<file path="config.mk">
export PLATFORM = sky130hd
export DESIGN_NAME = note_chart_sequencer_flat
export DESIGN_NICKNAME = d
export VERILOG_FILES = /design/src/rtl/note_chart_pkg.sv /design/src/rtl/note_chart_if.sv /design/src/rtl/tick_divider.sv /design/src/rtl/note_chart_sequencer.sv /design/src/flat_wrapper.sv
export SDC_FILE = /design/constraint.sdc
export NUM_CORES = 1
export LEC_CHECK = 0
export CAP_MARGIN = 10
export CORE_ASPECT_RATIO = 1.4
export CORE_MARGIN = 4
export CORE_UTILIZATION = 60
export DETAILED_ROUTE_END_ITERATION = 10
export PLACE_DENSITY = 0.81
export REMOVE_ABC_BUFFERS = 1
export SYNTH_ARGS = -nofsm -noshare
export SYNTH_HDL_FRONTEND = slang
export SYNTH_HIERARCHICAL = 1
export SYNTH_SLANG_ARGS = --single-unit
</file>
<file path="constraint.sdc">
create_clock -name clk -period 6.4 [get_ports clk]
set_input_delay 1.28 -clock clk [delete_from_list [all_inputs] [get_ports clk]]
set_output_delay 1.28 -clock clk [all_outputs]
set_load 0.005 [all_outputs]
</file>
<file path="src/rtl/note_chart_pkg.sv">
`default_nettype none
// ============================================================================
// Module   : note_chart_pkg
// Brief    : Shared state encoding and chart entry sizing for the note chart
//            sequencer.
// Revision : 1.0 - initial release
// ============================================================================
package note_chart_pkg;

    localparam int c_default_lanes = 5;

    typedef enum logic [1:0] {
        ST_IDLE  = 2'd0,
        ST_PLAY  = 2'd1,
        ST_PAUSE = 2'd2,
        ST_DONE  = 2'd3
    } state_t;

    // Each chart entry carries one bit per lane plus the END marker on top.
    function automatic int entry_width(input int lanes);
        return lanes + 1;
    endfunction

endpackage
`default_nettype wire

</file>
<file path="src/rtl/note_chart_if.sv">
`default_nettype none
// ============================================================================
// Module   : note_chart_if
// Brief    : Control, chart-write and playback signals of the note chart
//            sequencer.
// Revision : 1.0 - initial release
// ============================================================================
interface note_chart_if
    import note_chart_pkg::*;
#(
    parameter int LANES  = c_default_lanes,
    parameter int ADDR_W = 5
) ();

    logic                          start;
    logic                          pause;
    logic                          loop_en;
    logic                          wr_en;
    logic [ADDR_W-1:0]             wr_addr;
    logic [entry_width(LANES)-1:0] wr_data;
    logic [LANES-1:0]              exp_notes;
    logic [ADDR_W-1:0]             step;
    logic                          beat;
    logic                          playing;
    logic                          done;

    modport master (
        output start, pause, loop_en, wr_en, wr_addr, wr_data,
        input  exp_notes, step, beat, playing, done
    );

    modport slave (
        input  start, pause, loop_en, wr_en, wr_addr, wr_data,
        output exp_notes, step, beat, playing, done
    );

endinterface
`default_nettype wire

</file>
<file path="src/rtl/tick_divider.sv">
`default_nettype none
// ============================================================================
// Module   : tick_divider
// Brief    : Counts CLK_PER_TICK enabled clocks per tick and flags the last.
// Revision : 1.0 - initial release
// ============================================================================
module tick_divider #(
    parameter int CLK_PER_TICK = 13500000,
    parameter int CNT_W        = 24
) (
    input  wire logic clk,
    input  wire logic reset,
    input  wire logic en,
    input  wire logic clr,
    output logic      tick_hit
);

    localparam logic [CNT_W-1:0] c_cnt_max = CNT_W'(CLK_PER_TICK - 1);

    logic [CNT_W-1:0] r_cnt;

    assign tick_hit = en && (r_cnt == c_cnt_max);

    always_ff @(posedge clk or posedge reset) begin
        if (reset) begin
            r_cnt <= '0;
        end else if (clr) begin
            r_cnt <= '0;
        end else if (en) begin
            r_cnt <= tick_hit ? '0 : r_cnt + CNT_W'(1);
        end
    end

endmodule
`default_nettype wire

</file>
<file path="src/rtl/note_chart_sequencer.sv">
`default_nettype none
// ============================================================================
// Module   : note_chart_sequencer
// Brief    : Plays a RAM-loaded note chart one step per tick, with restart,
//            pause, loop mode and END-marker handling.
// Revision : 1.0 - initial release
// ============================================================================
module note_chart_sequencer
    import note_chart_pkg::*;
#(
    parameter int LANES        = c_default_lanes,
    parameter int CHART_DEPTH  = 32,
    parameter int ADDR_W       = 5,
    parameter int CLK_PER_TICK = 13500000,
    parameter int CNT_W        = 24
) (
    input  wire logic   clk,
    input  wire logic   reset,
    note_chart_if.slave bus
);

    localparam int                c_entry_w   = entry_width(LANES);
    localparam logic [ADDR_W-1:0] c_last_step = ADDR_W'(CHART_DEPTH - 1);

    logic [c_entry_w-1:0] r_chart [CHART_DEPTH];
    logic [c_entry_w-1:0] r_rd_data;

    state_t            r_state,     w_state_nxt;
    logic [ADDR_W-1:0] r_step,      w_step_nxt;
    logic [LANES-1:0]  r_exp_notes, w_notes_nxt;
    logic              r_last_flag, w_last_nxt;
    logic              r_beat,      w_beat_nxt;
    logic              w_tick_en;
    logic              w_tick_hit;
    logic              w_wrap;

    tick_divider #(
        .CLK_PER_TICK (CLK_PER_TICK),
        .CNT_W        (CNT_W)
    ) u_tick_divider (
        .clk      (clk),
        .reset    (reset),
        .en       (w_tick_en),
        .clr      (bus.start),
        .tick_hit (w_tick_hit)
    );

    assign w_tick_en = (r_state == ST_PLAY);

    // Chart storage survives reset; the read port lags the step by one cycle.
    always_ff @(posedge clk) begin
        if (bus.wr_en) begin
            r_chart[bus.wr_addr] <= bus.wr_data;
        end
        r_rd_data <= r_chart[r_step];
    end

    // The final physical entry acts as an implicit END marker.
    assign w_wrap = r_rd_data[LANES] || (r_step == c_last_step);

    always_comb begin
        w_state_nxt = r_state;
        w_step_nxt  = r_step;
        w_notes_nxt = r_exp_notes;
        w_last_nxt  = r_last_flag;
        w_beat_nxt  = 1'b0;
        if (bus.start) begin
            w_step_nxt  = '0;
            w_notes_nxt = '0;
            w_last_nxt  = 1'b0;
            w_state_nxt = bus.pause ? ST_PAUSE : ST_PLAY;
        end else begin
            case (r_state)
                ST_PLAY: begin
                    if (w_tick_hit) begin
                        w_beat_nxt = 1'b1;
                        if (r_last_flag && !bus.loop_en) begin
                            w_notes_nxt = '0;
                            w_state_nxt = ST_DONE;
                        end else begin
                            w_notes_nxt = r_rd_data[LANES-1:0];
                            w_last_nxt  = w_wrap;
                            w_step_nxt  = w_wrap ? '0 : r_step + ADDR_W'(1);
                            if (bus.pause) w_state_nxt = ST_PAUSE;
                        end
                    end else if (bus.pause) begin
                        w_state_nxt = ST_PAUSE;
                    end
                end
                ST_PAUSE: begin
                    if (!bus.pause) w_state_nxt = ST_PLAY;
                end
                default: ;
            endcase
        end
    end

    always_ff @(posedge clk or posedge reset) begin
        if (reset) begin
            r_state     <= ST_IDLE;
            r_step      <= '0;
            r_exp_notes <= '0;
            r_last_flag <= 1'b0;
            r_beat      <= 1'b0;
        end else begin
            r_state     <= w_state_nxt;
            r_step      <= w_step_nxt;
            r_exp_notes <= w_notes_nxt;
            r_last_flag <= w_last_nxt;
            r_beat      <= w_beat_nxt;
        end
    end

    assign bus.exp_notes = r_exp_notes;
    assign bus.step      = r_step;
    assign bus.beat      = r_beat;
    assign bus.playing   = (r_state == ST_PLAY);
    assign bus.done      = (r_state == ST_DONE);

endmodule
`default_nettype wire

</file>
<file path="src/flat_wrapper.sv">
// flat-port wrapper written by rule: the top's interface ports become plain ports
module note_chart_sequencer_flat import note_chart_pkg::*;
#(
    parameter int LANES        = c_default_lanes,
    parameter int CHART_DEPTH  = 32,
    parameter int ADDR_W       = 5,
    parameter int CLK_PER_TICK = 13500000,
    parameter int CNT_W        = 24
)
  (clk, reset, bus_start, bus_pause, bus_loop_en, bus_wr_en, bus_wr_addr, bus_wr_data, bus_exp_notes, bus_step, bus_beat, bus_playing, bus_done);
  note_chart_if #(.LANES(LANES), .ADDR_W(ADDR_W)) bus_i ();
  input  wire logic clk;
  input  wire logic reset;
  input wire logic [$bits(bus_i.start)-1:0] bus_start;
  input wire logic [$bits(bus_i.pause)-1:0] bus_pause;
  input wire logic [$bits(bus_i.loop_en)-1:0] bus_loop_en;
  input wire logic [$bits(bus_i.wr_en)-1:0] bus_wr_en;
  input wire logic [$bits(bus_i.wr_addr)-1:0] bus_wr_addr;
  input wire logic [$bits(bus_i.wr_data)-1:0] bus_wr_data;
  output wire logic [$bits(bus_i.exp_notes)-1:0] bus_exp_notes;
  output wire logic [$bits(bus_i.step)-1:0] bus_step;
  output wire logic [$bits(bus_i.beat)-1:0] bus_beat;
  output wire logic [$bits(bus_i.playing)-1:0] bus_playing;
  output wire logic [$bits(bus_i.done)-1:0] bus_done;
  assign bus_i.start = bus_start;
  assign bus_i.pause = bus_pause;
  assign bus_i.loop_en = bus_loop_en;
  assign bus_i.wr_en = bus_wr_en;
  assign bus_i.wr_addr = bus_wr_addr;
  assign bus_i.wr_data = bus_wr_data;
  assign bus_exp_notes = bus_i.exp_notes;
  assign bus_step = bus_i.step;
  assign bus_beat = bus_i.beat;
  assign bus_playing = bus_i.playing;
  assign bus_done = bus_i.done;
  note_chart_sequencer #(.LANES(LANES), .CHART_DEPTH(CHART_DEPTH), .ADDR_W(ADDR_W), .CLK_PER_TICK(CLK_PER_TICK), .CNT_W(CNT_W)) u_core (.clk(clk), .reset(reset), .bus(bus_i));
endmodule
</file>
==> impl_metrics.prom, run 1 <==
# TYPE chip_impl_metric gauge
chip_impl_metric{name="clk_lat_worst_skew",unit="ns"} 0.50
chip_impl_metric{name="grt_remaining_overflow",unit=""} 0
chip_impl_metric{name="fp.dieArea",unit="µm²"} 18350
chip_impl_info{name="cts_tree",value="done"} 1
chip_impl_metric{name="cts_max_path_buffers",unit=""} 3
chip_impl_metric{name="buffer_ports.inserted",unit=""} 29
chip_impl_metric{name="final_core_util",unit=""} 0.6919
chip_impl_info{name="ys_dominant_reg_cell",value="edfxtp_1"} 1
chip_impl_metric{name="drtAntennaViolNets",unit=""} 0
chip_impl_metric{name="fin_tns_setup",unit="ns"} 0
chip_impl_metric{name="yosysSeqAreaShare",unit=""} 0.7025
chip_impl_metric{name="place.detailed.hpwl",unit="mm"} 12.27
chip_impl_info{name="post_synth_main_area_contributors",value="edfxtp_1 59%, mux4_2 14%, dfrtp_1 9.8%"} 1
chip_impl_metric{name="mean_routed_wirelength_per_cell",unit="µm"} 25.12
chip_impl_metric{name="via_count_of_the_routed_design",unit=""} 5290
chip_impl_metric{name="ys_types",unit=""} 55
chip_impl_metric{name="route.detailed.vias_per_inst",unit=""} 6.671
chip_impl_metric{name="timing.clock.skew",unit="ns"} 0.007637
chip_impl_metric{name="async_reset_ff_frac",unit=""} 0.1610
chip_impl_metric{name="worstMarginPinSlew",unit="ns"} 1.158
chip_impl_info{name="yosys.area.top_type",value="edfxtp_1"} 1
chip_impl_metric{name="first_global_vias",unit=""} 5464
chip_impl_metric{name="num_antenna_cells",unit=""} 0
chip_impl_metric{name="cap_violations",unit=""} 0
chip_impl_metric{name="cts.sinks",unit=""} 236
chip_impl_metric{name="max_slew_violations",unit=""} 0
chip_impl_metric{name="synth_largest_type_area_fraction",unit=""} 0.5924
chip_impl_metric{name="whs",unit="ns"} 0.4645
chip_impl_metric{name="design_power_total",unit="mW"} 3.083
chip_impl_metric{name="report.final.hold_viol_count",unit=""} 0
chip_impl_metric{name="detail_route.iter0.violations",unit=""} 742
chip_impl_metric{name="leakagePower",unit="nW"} 3.494
chip_impl_metric{name="post-route-period-util",unit=""} 0.5514
chip_impl_info{name="worst-setup-path-type",value="reg2out"} 1
chip_impl_metric{name="critPathArrivalTime",unit="ns"} 2.25
chip_impl_info{name="worst_hold_path_type",value="reg2reg"} 1
chip_impl_metric{name="worst_setup_slack_post_dpl",unit="ns"} 2.729
chip_impl_metric{name="layout_min_cycle_time",unit="ns"} 3.529
chip_impl_metric{name="grt_use_total",unit=""} 0.2247
chip_impl_metric{name="grt_antenna_before_repair",unit=""} 0
chip_impl_info{name="startpoint_kind_of_the_worst_setup_timing_path",value="flip-flop"} 1
chip_impl_metric{name="finalNetCount",unit=""} 603
chip_impl_metric{name="grt_first_pass_wirelength",unit="mm"} 30.89
chip_impl_metric{name="areaGrowthSynthToFinish",unit="%"} 11.93
chip_impl_metric{name="synth-edff-count",unit=""} 192
chip_impl_metric{name="hold_buffers",unit=""} 0
chip_impl_metric{name="power.ir.vdd_worst",unit="µV"} 302.4
chip_impl_metric{name="crit_fanout",unit=""} 52
chip_impl_metric{name="achievable-frequency",unit="MHz"} 283.4
chip_impl_metric{name="max-slew-margin-rel",unit=""} 0.2253
chip_impl_info{name="synth_common_cells",value="192 x edfxtp_1, 60 x mux4_2, 57 x nor2_1"} 1
chip_impl_metric{name="placedInstanceArea",unit="µm²"} 10170
chip_impl_metric{name="gp_congestion",unit=""} 0.8715
chip_impl_metric{name="power_per_cell_area",unit="nW/µm²"} 283.0
chip_impl_metric{name="cts-htree-levels",unit=""} 1
chip_impl_metric{name="final_critical_path_setup_slack",unit="ns"} 2.871
chip_impl_metric{name="fp-row-count",unit=""} 54
chip_impl_metric{name="wirelength",unit="mm"} 19.92
chip_impl_info{name="crit_path_end_kind",value="output port"} 1
chip_impl_metric{name="synth-seq-cells",unit=""} 236
chip_impl_metric{name="grt_max_degree",unit=""} 54
chip_impl_metric{name="detail_route.drc_violations",unit=""} 0
chip_impl_info{name="grt_setup_unrepaired",value="no"} 1
chip_impl_metric{name="synth_area",unit="µm²"} 9732
chip_impl_metric{name="share_of_layout_cells_above_drive_strength_1",unit=""} 0.1943
chip_impl_metric{name="post-place-cells",unit=""} 754
chip_impl_metric{name="fin_area",unit="µm²"} 10890
chip_impl_metric{name="synth.yosys.warnings",unit=""} 6
chip_impl_info{name="result_of_the_run",value="finished clean"} 1
chip_impl_metric{name="final-setup-viol-count",unit=""} 0
chip_impl_info{name="yosysMostFrequentCell",value="edfxtp_1"} 1
chip_impl_metric{name="syn-mean-instance-area",unit="µm²"} 17.60
chip_impl_metric{name="post_synth_inst_count",unit=""} 553
chip_impl_metric{name="cp_data_required_time",unit="ns"} 5.12
chip_impl_metric{name="start_util",unit=""} 0.6182
chip_impl_metric{name="floorplan.io_pins",unit=""} 30
chip_impl_metric{name="timing.reg2reg.setup_slack",unit="ns"} 3.69
chip_impl_metric{name="dr.pass1.iters",unit=""} 5
chip_impl_metric{name="post_cts.repair.setup_buffers",unit=""} 0
chip_impl_metric{name="layoutNonFillerInstCount",unit=""} 793
chip_impl_metric{name="number_of_cts_inserted_buffers",unit=""} 23
chip_impl_info{name="root_buffer",value="clkbuf_16"} 1
chip_impl_metric{name="die_height",unit="µm"} 158.7
chip_impl_metric{name="cts_resized",unit=""} 0
chip_impl_metric{name="core_region_area",unit="µm²"} 15740
chip_impl_metric{name="die_width",unit="µm"} 115.6
chip_impl_metric{name="cts.clk_slew.worst_paths",unit="ns"} 0.06
chip_impl_metric{name="nFillCells",unit=""} 974
[placed cells by master (no fill, tap or decap), types with 9 or more instances in the layout]
master           netlist  layout
mux4_2                60      60
dfrtp_1               38      36
nand2_1               15      15
a21oi_1               11      11
clkdlybuf4s50_1        0      29
edfxtp_1             192     192
nand4_1               13      13
nor2_1                57      57
o21ai_0                9       9
clkbuf_16              0      23
nand3_1               11      11
[per-layer routing]
layer | up-vias | global-route usage | share of wire
met5 | - | 0 | 0
met4 | 0 | 0.06578 | 0.027
met3 | 53 | 0.02928 | 0.058
met2 | 230 | 0.4153 | 0.56
met1 | 2727 | 0.2770 | 0.36
li1 | 2280 | - | -
[worst max-delay path, cell delays in order (launching register included)]
cell	delay (ns)
dfrtp_2	0.35
buf_4	0.72
clkdlybuf4s50_1	0.66
[report_power, final]
group	leakage (nW)	switching [mW]	internal [mW]
Clock	0.354	0.533	0.782
Combinational	0.835	0.0536	0.0254
Sequential	2.30	0.00809	1.68
[layout make-up]
class	count	area [µm²]	area share
Timing Repair Buffer	32	312.8	0.02872
Clock inverter	10	128.9	0.01183
Clock buffer	29	598.1	0.05490
Multi-Input combinational cell	283	2743	0.2518
Inverter	7	26.28	0.002412
Tap cell	196	245.2	0.02251
Sequential cell	236	6839	0.6278
[registers in the layout, summed over array words and instances, names as in the netlist]
name,flops
u_core/r_rd_data,6
u_core/bus.exp_notes,5
u_core/u_tick_divider/r_cnt,24
u_core/r_state,2
u_core/bus.beat,1
u_core/r_chart,192
u_core/bus.step,5
u_core/r_last_flag,1
[worst paths after layout]
kind                                startpoint                         endpoint  cells past startpoint
setup / recovery            u_core/bus.step[1]                      bus_step[1]                      2
hold / removal             u_core/r_rd_data[2]          u_core/bus.exp_notes[2]                      1
setup reg to reg            u_core/bus.step[1]              u_core/r_rd_data[0]                      4
hold reg to reg            u_core/r_rd_data[2]          u_core/bus.exp_notes[2]                      1
max in group asynchronous                reset  u_core/u_tick_divider/r_cnt[16]                      2
min in group asynchronous                reset                  u_core/bus.beat                      2
[kinds of logic after synthesis]
logic type / share of synthesized area
DFF: 0.7025
muxes: 0.1458
xor gates and xnor gates: 0.009899
AOI/OAI and AO/OA: 0.03793
buffers and inverters: 0.01568
and+or+nand+nor: 0.08434
adders and majority gates: 0.003857
(Power assumes the default switching activity.)
==> run 2: changes to the inputs <==
Settings changed: CORE_UTILIZATION 60 to 55, PLACE_DENSITY 0.81 to 0.78.
Clock period 6.4 ns to 3.2 ns, I/O delays scaled along.
==> run 2 against run 1 <==
  * Utilization decreased by 5.6 points
  * Global-route usage fell by 1.1 points
  * Final cell count rose by 6.6%
  * Worst setup slack worse by 2.4 ns
  * Critical path depth unchanged
  * Worst hold slack worse by 0.011 ns
  * Register-to-register slack got worse by 3.0 ns
  * Sequential cell count is the same
  * Final area grew 1.6%
  * Combinational power rose by 110%
  * Routed wire length increased by 3.2%
  * Sequential power up 99%
  * Largest cell class unchanged
  * Largest power group unchanged
  * Highest routed layer unchanged
==> impl_metrics.prom, run 2 (synthesis gave the netlist of run 1 again) <==
# TYPE chip_impl_metric gauge
chip_impl_metric{name="seq_area",unit="µm²"} 6839
chip_impl_info{name="cts_tree",value="done"} 1
chip_impl_metric{name="share_of_layout_cells_above_drive_strength_1",unit=""} 0.2135
chip_impl_metric{name="cap_violations",unit=""} 0
chip_impl_metric{name="floorplan.io_pins",unit=""} 30
chip_impl_metric{name="timing.clock.skew",unit="ns"} 0.01582
chip_impl_metric{name="leakagePower",unit="nW"} 3.559
chip_impl_metric{name="post_cts.repair.setup_buffers",unit=""} 0
chip_impl_metric{name="final_core_util",unit=""} 0.6358
chip_impl_metric{name="die_height",unit="µm"} 165.4
chip_impl_metric{name="power_frac_comb",unit=""} 0.027
chip_impl_metric{name="die_width",unit="µm"} 120.4
chip_impl_metric{name="grt_use_total",unit=""} 0.2137
chip_impl_info{name="register_containing_the_most_flip_flops_in_the_final_layout",value="u_core/r_chart"} 1
chip_impl_metric{name="p_int",unit="mW"} 4.979
chip_impl_metric{name="via_count_of_the_routed_design",unit=""} 5315
chip_impl_info{name="worst-setup-path-type",value="reg2out"} 1
chip_impl_info{name="final_common_cell",value="edfxtp_1"} 1
chip_impl_metric{name="gp_congestion",unit=""} 0.8311
chip_impl_metric{name="core_region_area",unit="µm²"} 17400
chip_impl_metric{name="cts.clk_slew.worst_paths",unit="ns"} 0.07
chip_impl_metric{name="layoutNonFillerInstCount",unit=""} 845
chip_impl_metric{name="grt_max_degree",unit=""} 34
chip_impl_metric{name="detail_route.iter0.violations",unit=""} 643
chip_impl_metric{name="final_critical_path_setup_slack",unit="ns"} 0.4749
chip_impl_info{name="worst_hold_path_type",value="reg2reg"} 1
chip_impl_metric{name="place.detailed.hpwl",unit="mm"} 13.14
chip_impl_info{name="result_of_the_run",value="finished clean"} 1
chip_impl_metric{name="nFillCells",unit=""} 1241
chip_impl_metric{name="critPathArrivalTime",unit="ns"} 2.09
chip_impl_metric{name="drtAntennaViolNets",unit=""} 0
chip_impl_metric{name="largest_register_ffs",unit=""} 192
chip_impl_metric{name="start_util",unit=""} 0.5592
chip_impl_metric{name="finalNetCount",unit=""} 614
chip_impl_metric{name="post-route-period-util",unit=""} 0.8516
chip_impl_metric{name="pwr-share-seq",unit=""} 0.544
chip_impl_metric{name="dr.pass1.iters",unit=""} 6
chip_impl_metric{name="grt_remaining_overflow",unit=""} 0
chip_impl_metric{name="switching_share",unit=""} 0.1970
chip_impl_metric{name="report.final.hold_viol_count",unit=""} 0
chip_impl_metric{name="fp.dieArea",unit="µm²"} 19920
chip_impl_metric{name="grt_antenna_before_repair",unit=""} 0
chip_impl_metric{name="hold_buffers",unit=""} 0
chip_impl_info{name="largestRegisters",value="u_core/r_chart: 192 flops, u_core/u_tick_divider/r_cnt: 24 flops, u_core/r_rd_data: 6 flops"} 1
chip_impl_metric{name="final-setup-viol-count",unit=""} 0
chip_impl_metric{name="route.detailed.vias_per_inst",unit=""} 6.290
chip_impl_info{name="mostFrequentLayoutCells",value="192 x edfxtp_1, 60 x mux4_2, 57 x nor2_1"} 1
chip_impl_metric{name="buffer_ports.inserted",unit=""} 29
chip_impl_metric{name="clk_lat_worst_skew",unit="ns"} 0.50
chip_impl_metric{name="crit_fanout",unit=""} 20
chip_impl_info{name="root_buffer",value="clkbuf_16"} 1
chip_impl_metric{name="cts_max_path_buffers",unit=""} 3
chip_impl_metric{name="mean_routed_wirelength_per_cell",unit="µm"} 24.33
chip_impl_metric{name="fp-row-count",unit=""} 57
chip_impl_info{name="startpoint_kind_of_the_worst_setup_timing_path",value="flip-flop"} 1
chip_impl_metric{name="netSwitchingPower",unit="mW"} 1.222
chip_impl_metric{name="power.ir.vdd_worst",unit="µV"} 422.2
chip_impl_metric{name="num_antenna_cells",unit=""} 0
chip_impl_metric{name="max-slew-margin-rel",unit=""} 0.3439
chip_impl_metric{name="areaGrowthSynthToFinish",unit="%"} 13.69
chip_impl_metric{name="cts-htree-levels",unit=""} 1
chip_impl_metric{name="worst_setup_slack_post_dpl",unit="ns"} 0.5176
chip_impl_metric{name="number_of_cts_inserted_buffers",unit=""} 23
chip_impl_metric{name="power_per_cell_area",unit="nW/µm²"} 560.4
chip_impl_metric{name="first_global_vias",unit=""} 5485
chip_impl_metric{name="clock_power_share",unit=""} 0.429
chip_impl_metric{name="wirelength",unit="mm"} 20.56
chip_impl_metric{name="multiInputGateArea",unit="µm²"} 2743
chip_impl_metric{name="max_slew_violations",unit=""} 0
chip_impl_metric{name="worstMarginPinSlew",unit="ns"} 0.9831
chip_impl_info{name="grt_setup_unrepaired",value="no"} 1
chip_impl_metric{name="grt_first_pass_wirelength",unit="mm"} 32.17
chip_impl_metric{name="cp_data_required_time",unit="ns"} 2.56
chip_impl_metric{name="cts.sinks",unit=""} 236
chip_impl_metric{name="design_power_total",unit="mW"} 6.201
chip_impl_info{name="crit_path_end_kind",value="output port"} 1
chip_impl_metric{name="detail_route.drc_violations",unit=""} 0
chip_impl_metric{name="post-place-cells",unit=""} 805
chip_impl_metric{name="cts_resized",unit=""} 0
chip_impl_metric{name="layout_min_cycle_time",unit="ns"} 2.725
chip_impl_metric{name="achievable-frequency",unit="MHz"} 367.0
## run 2: power groups by stage
stage / clock network, mW / registers [mW] / logic (mW)
final: 2.66 / 3.37 / 0.167
after detailed placement: 0 / 3.44 / 0.166
after CTS: 2.69 / 3.37 / 0.169
after global placement: 0 / 3.43 / 0.159
after floorplan: 0 / 3.43 / 0.0649
after global routing: 2.84 / 3.37 / 0.182
## run 2: area by class of cell
class	count	share of cell area
clock buffers	27	0.05338
clock inverters	13	0.01357
inverters	7	0.002375
repair buffers	43	0.03800
flip-flops and latches	236	0.6181
well taps	236	0.02669
multi-input cells	283	0.2479
## run 2: worst paths after layout
kind | depth (start not counted) | startpoint | end | slack (ns)
min reg2reg | 1 | u_core/r_rd_data[2] | u_core/bus.exp_notes[2] | 0.45
min in group asynchronous | 2 | reset | u_core/bus.exp_notes[2] | 0.53
max | 2 | u_core/bus.step[1] | bus_step[1] | 0.47
max reg2reg | 4 | u_core/bus.step[1] | u_core/r_rd_data[4] | 0.65
max in group asynchronous | 2 | reset | u_core/u_tick_divider/r_cnt[8] | 1.88
min | 1 | u_core/r_rd_data[2] | u_core/bus.exp_notes[2] | 0.45
## run 2: through the flow
| step | hold slack (ns) | cell area (µm²) | TNS, ns |
|---|---|---|---|
| final | 0.4539 | 11060 | 0 |
| after global routing | 0.4648 | 11060 | 0 |
| after CTS | 0.4561 | 11060 | 0 |
| after detailed placement | 0.4542 | 10320 | 0 |
| after global placement | 0.4597 | 10320 | 0 |
| after floorplan | 0.4330 | 9605 | -2.059 |
## run 2: metal layers
layer	wire, µm	vias to the layer above	GRT usage
li1	-	2298	-
met1	7764	2754	0.2671
met2	11270	227	0.3915
met3	1028	36	0.02794
met4	501	0	0.06237
met5	0	-	0
## run 2: worst max-delay path, cell delays in order (launching register included)
cell and delay [ns]:
dfrtp_2 0.77, buf_12 0.27, clkdlybuf4s50_1 0.53
==> run 3: changes to the inputs <==
Settings changed: CORE_UTILIZATION 55 to 51, PLACE_DENSITY 0.78 to 0.74.
==> run 3 against run 2 <==
  * Worst hold slack improved by 0.012 ns
  * Via count fell by 1.8%
  * Combinational power is essentially flat
  * Clock power shrank 3%
  * Final area is 0.12% lower
  * Maximum frequency decreased by 2.3%
  * Critical path type unchanged
  * Critical endpoint unchanged
  * Largest power group unchanged
  * Highest routed layer unchanged
==> impl_metrics.prom, run 3 (synthesis gave the netlist of run 1 again) <==
# TYPE chip_impl_metric gauge
chip_impl_info{name="result_of_the_run",value="finished clean"} 1
chip_impl_metric{name="leakagePower",unit="nW"} 3.544
chip_impl_metric{name="die_height",unit="µm"} 171.4
chip_impl_metric{name="grt_remaining_overflow",unit=""} 0
chip_impl_metric{name="cp_data_required_time",unit="ns"} 2.56
chip_impl_metric{name="power.ir.vdd_worst",unit="µV"} 509.2
chip_impl_metric{name="max-slew-margin-rel",unit=""} 0.3781
chip_impl_metric{name="mean_routed_wirelength_per_cell",unit="µm"} 23.51
chip_impl_metric{name="crit_path_max_incr_delay",unit="ns"} 0.77
chip_impl_info{name="highest-signal-layer",value="met4"} 1
chip_impl_metric{name="netSwitchingPower",unit="mW"} 1.218
chip_impl_metric{name="crit_fanout",unit=""} 26
chip_impl_metric{name="layout_min_cycle_time",unit="ns"} 2.790
chip_impl_info{name="top_cell_family_by_delay_on_the_critical_path",value="buffers and inverters"} 1
chip_impl_metric{name="hold-path-cell-count",unit=""} 1
chip_impl_info{name="register_containing_the_most_flip_flops_in_the_final_layout",value="u_core/r_chart"} 1
chip_impl_metric{name="cts.sinks",unit=""} 236
chip_impl_metric{name="wirelength",unit="mm"} 20.03
chip_impl_info{name="worstReg2RegStart",value="u_core/bus.step[1]"} 1
chip_impl_metric{name="cts-htree-levels",unit=""} 1
chip_impl_metric{name="first_global_vias",unit=""} 5606
chip_impl_metric{name="hold_buffers",unit=""} 0
chip_impl_metric{name="start_util",unit=""} 0.5211
chip_impl_metric{name="detailroute.wirelength.met2",unit="mm"} 10.62
chip_impl_metric{name="p_int",unit="mW"} 4.904
chip_impl_metric{name="place.detailed.hpwl",unit="mm"} 13.08
chip_impl_metric{name="grt_use_total",unit=""} 0.1941
chip_impl_metric{name="switching_share",unit=""} 0.1990
chip_impl_metric{name="largest_register_ffs",unit=""} 192
chip_impl_info{name="worst_hold_path_type",value="reg2reg"} 1
chip_impl_metric{name="drtAntennaViolNets",unit=""} 0
chip_impl_info{name="hold_end",value="u_core/bus.exp_notes[3]"} 1
chip_impl_info{name="path_cells",value="buf_4 > clkdlybuf4s50_1"} 1
chip_impl_metric{name="max_slew_violations",unit=""} 0
chip_impl_metric{name="final_critical_path_setup_slack",unit="ns"} 0.4102
chip_impl_metric{name="core_region_area",unit="µm²"} 18680
chip_impl_info{name="final_common_cell",value="edfxtp_1"} 1
chip_impl_metric{name="dr_wl_met3",unit="µm"} 935
chip_impl_metric{name="report.final.hold_viol_count",unit=""} 0
chip_impl_metric{name="clock_power_share",unit=""} 0.422
chip_impl_metric{name="post-route-period-util",unit=""} 0.8718
chip_impl_metric{name="buffer_ports.inserted",unit=""} 29
chip_impl_metric{name="die_width",unit="µm"} 124.7
chip_impl_info{name="root_buffer",value="clkbuf_16"} 1
chip_impl_info{name="largestRegisters",value="u_core/r_chart: 192 flops, u_core/u_tick_divider/r_cnt: 24 flops, u_core/r_rd_data: 6 flops"} 1
chip_impl_metric{name="whs",unit="ns"} 0.4661
chip_impl_metric{name="clk_lat_worst_skew",unit="ns"} 0.52
chip_impl_metric{name="fin_area",unit="µm²"} 11050
chip_impl_metric{name="cts_resized",unit=""} 0
chip_impl_info{name="regToRegEndpoint",value="u_core/r_rd_data[3]"} 1
chip_impl_info{name="worst-setup-path-type",value="reg2out"} 1
chip_impl_metric{name="r2r.worst_path.cells",unit=""} 4
chip_impl_info{name="crit_slowest_cell",value="dfrtp_4"} 1
chip_impl_metric{name="num_antenna_cells",unit=""} 0
chip_impl_metric{name="grt_antenna_before_repair",unit=""} 0
chip_impl_metric{name="design_power_total",unit="mW"} 6.123
chip_impl_metric{name="critPathArrivalTime",unit="ns"} 2.15
chip_impl_info{name="crit_path_end_kind",value="output port"} 1
chip_impl_metric{name="layoutNonFillerInstCount",unit=""} 852
chip_impl_metric{name="placedInstanceArea",unit="µm²"} 10320
chip_impl_metric{name="cts_max_path_buffers",unit=""} 3
chip_impl_info{name="hold_path.startpoint",value="u_core/r_rd_data[3]"} 1
chip_impl_metric{name="grt_max_degree",unit=""} 54
chip_impl_metric{name="finalNetCount",unit=""} 613
chip_impl_metric{name="power_frac_comb",unit=""} 0.027
chip_impl_metric{name="grt_first_pass_wirelength",unit="mm"} 32.26
chip_impl_metric{name="gp_congestion",unit=""} 0.8282
chip_impl_metric{name="fp.dieArea",unit="µm²"} 21390
chip_impl_info{name="grt_setup_unrepaired",value="no"} 1
chip_impl_metric{name="worstMarginPinSlew",unit="ns"} 0.9319
chip_impl_metric{name="cts.clk_slew.worst_paths",unit="ns"} 0.06
chip_impl_metric{name="route.detailed.vias_per_inst",unit=""} 6.128
chip_impl_metric{name="floorplan.io_pins",unit=""} 30
chip_impl_metric{name="route.layer.met1.wl",unit="mm"} 7.780
chip_impl_metric{name="number_of_cts_inserted_buffers",unit=""} 24
chip_impl_metric{name="timing.reg2reg.setup_slack",unit="ns"} 0.71
chip_impl_info{name="startpoint_kind_of_the_worst_setup_timing_path",value="flip-flop"} 1
chip_impl_metric{name="worst_setup_slack_post_dpl",unit="ns"} 0.5140
chip_impl_metric{name="timing.clock.skew",unit="ns"} 0.01885
chip_impl_info{name="cts_tree",value="done"} 1
chip_impl_metric{name="detail_route.iter0.violations",unit=""} 595
chip_impl_metric{name="worst-path-buf-inv",unit=""} 2
chip_impl_metric{name="power_per_cell_area",unit="nW/µm²"} 554.1
chip_impl_metric{name="final-setup-viol-count",unit=""} 0
chip_impl_info{name="mostFrequentLayoutCells",value="192 x edfxtp_1, 60 x mux4_2, 57 x nor2_1"} 1
chip_impl_metric{name="achievable-frequency",unit="MHz"} 358.5
chip_impl_metric{name="post-place-cells",unit=""} 811
chip_impl_metric{name="post_cts.repair.setup_buffers",unit=""} 0
chip_impl_metric{name="dr.pass1.iters",unit=""} 7
chip_impl_metric{name="share_of_layout_cells_above_drive_strength_1",unit=""} 0.2089
chip_impl_metric{name="via_count_of_the_routed_design",unit=""} 5221
chip_impl_metric{name="fp-row-count",unit=""} 59
chip_impl_metric{name="cap_violations",unit=""} 0
chip_impl_metric{name="pwr-share-seq",unit=""} 0.551
chip_impl_metric{name="detail_route.drc_violations",unit=""} 0
chip_impl_metric{name="areaGrowthSynthToFinish",unit="%"} 13.55
==> run 3: cell count changes in the layout (fill, tap and decap cells not counted), moves of 2 or more <==
cell,delta
buf_4,-2
clkinv_1,+5
bufinv_16,-2
clkbuf_1,-3
clkbuf_16,+2
==> run 3: worst max-delay path by stage <==
stage	from	end	slack, ns	cells after the start
final	u_core/bus.step[1]	bus_step[1]	0.41	2
after global routing	u_core/bus.step[1]	bus_step[1]	0.23	2
after CTS	u_core/bus.step[1]	bus_step[1]	0.31	2
after detailed placement	bus_wr_addr[4]	u_core/r_chart[17][1]	0.51	3
after global placement	bus_wr_addr[3]	u_core/r_chart[8][0]	0.56	3
after floorplan	u_core/bus.step[1]	u_core/r_rd_data[0]	-0.32	3
==> run 3: metrics by stage <==
stage	utilization	setup TNS [ns]
after global routing	0.5917	0
after detailed placement	0.5526	0
after CTS	0.5917	0
after global placement	0.5526	0
after floorplan	-	-2.059
final	0.5917	0
==> run 3: area by class of cell <==
cell class | count | area [µm²]
Clock buffer | 26 | 629.4
Timing Repair Buffer | 41 | 405.4
Sequential cell | 236 | 6842
Clock inverter | 15 | 100.1
Multi-Input combinational cell | 283 | 2743
Fill cell | 1370 | 7626
Tap cell | 244 | 305.3
Inverter | 7 | 26.28
==> run 3: layer usage <==
layer / vias to the layer above / GRT usage
li1: 2297 / -
met1: 2716 / 0.2503
met2: 170 / 0.3371
met3: 38 / 0.02734
met4: 0 / 0.07725
met5: - / 0
==> run 3: power groups by stage <==
stage	clock [mW]	combinational (mW)	sequential, mW
global placement	0	0.161	3.44
floorplan	0	0.0649	3.43
detailed placement	0	0.168	3.44
CTS	2.65	0.169	3.37
finish	2.58	0.166	3.37
global route	2.79	0.185	3.38
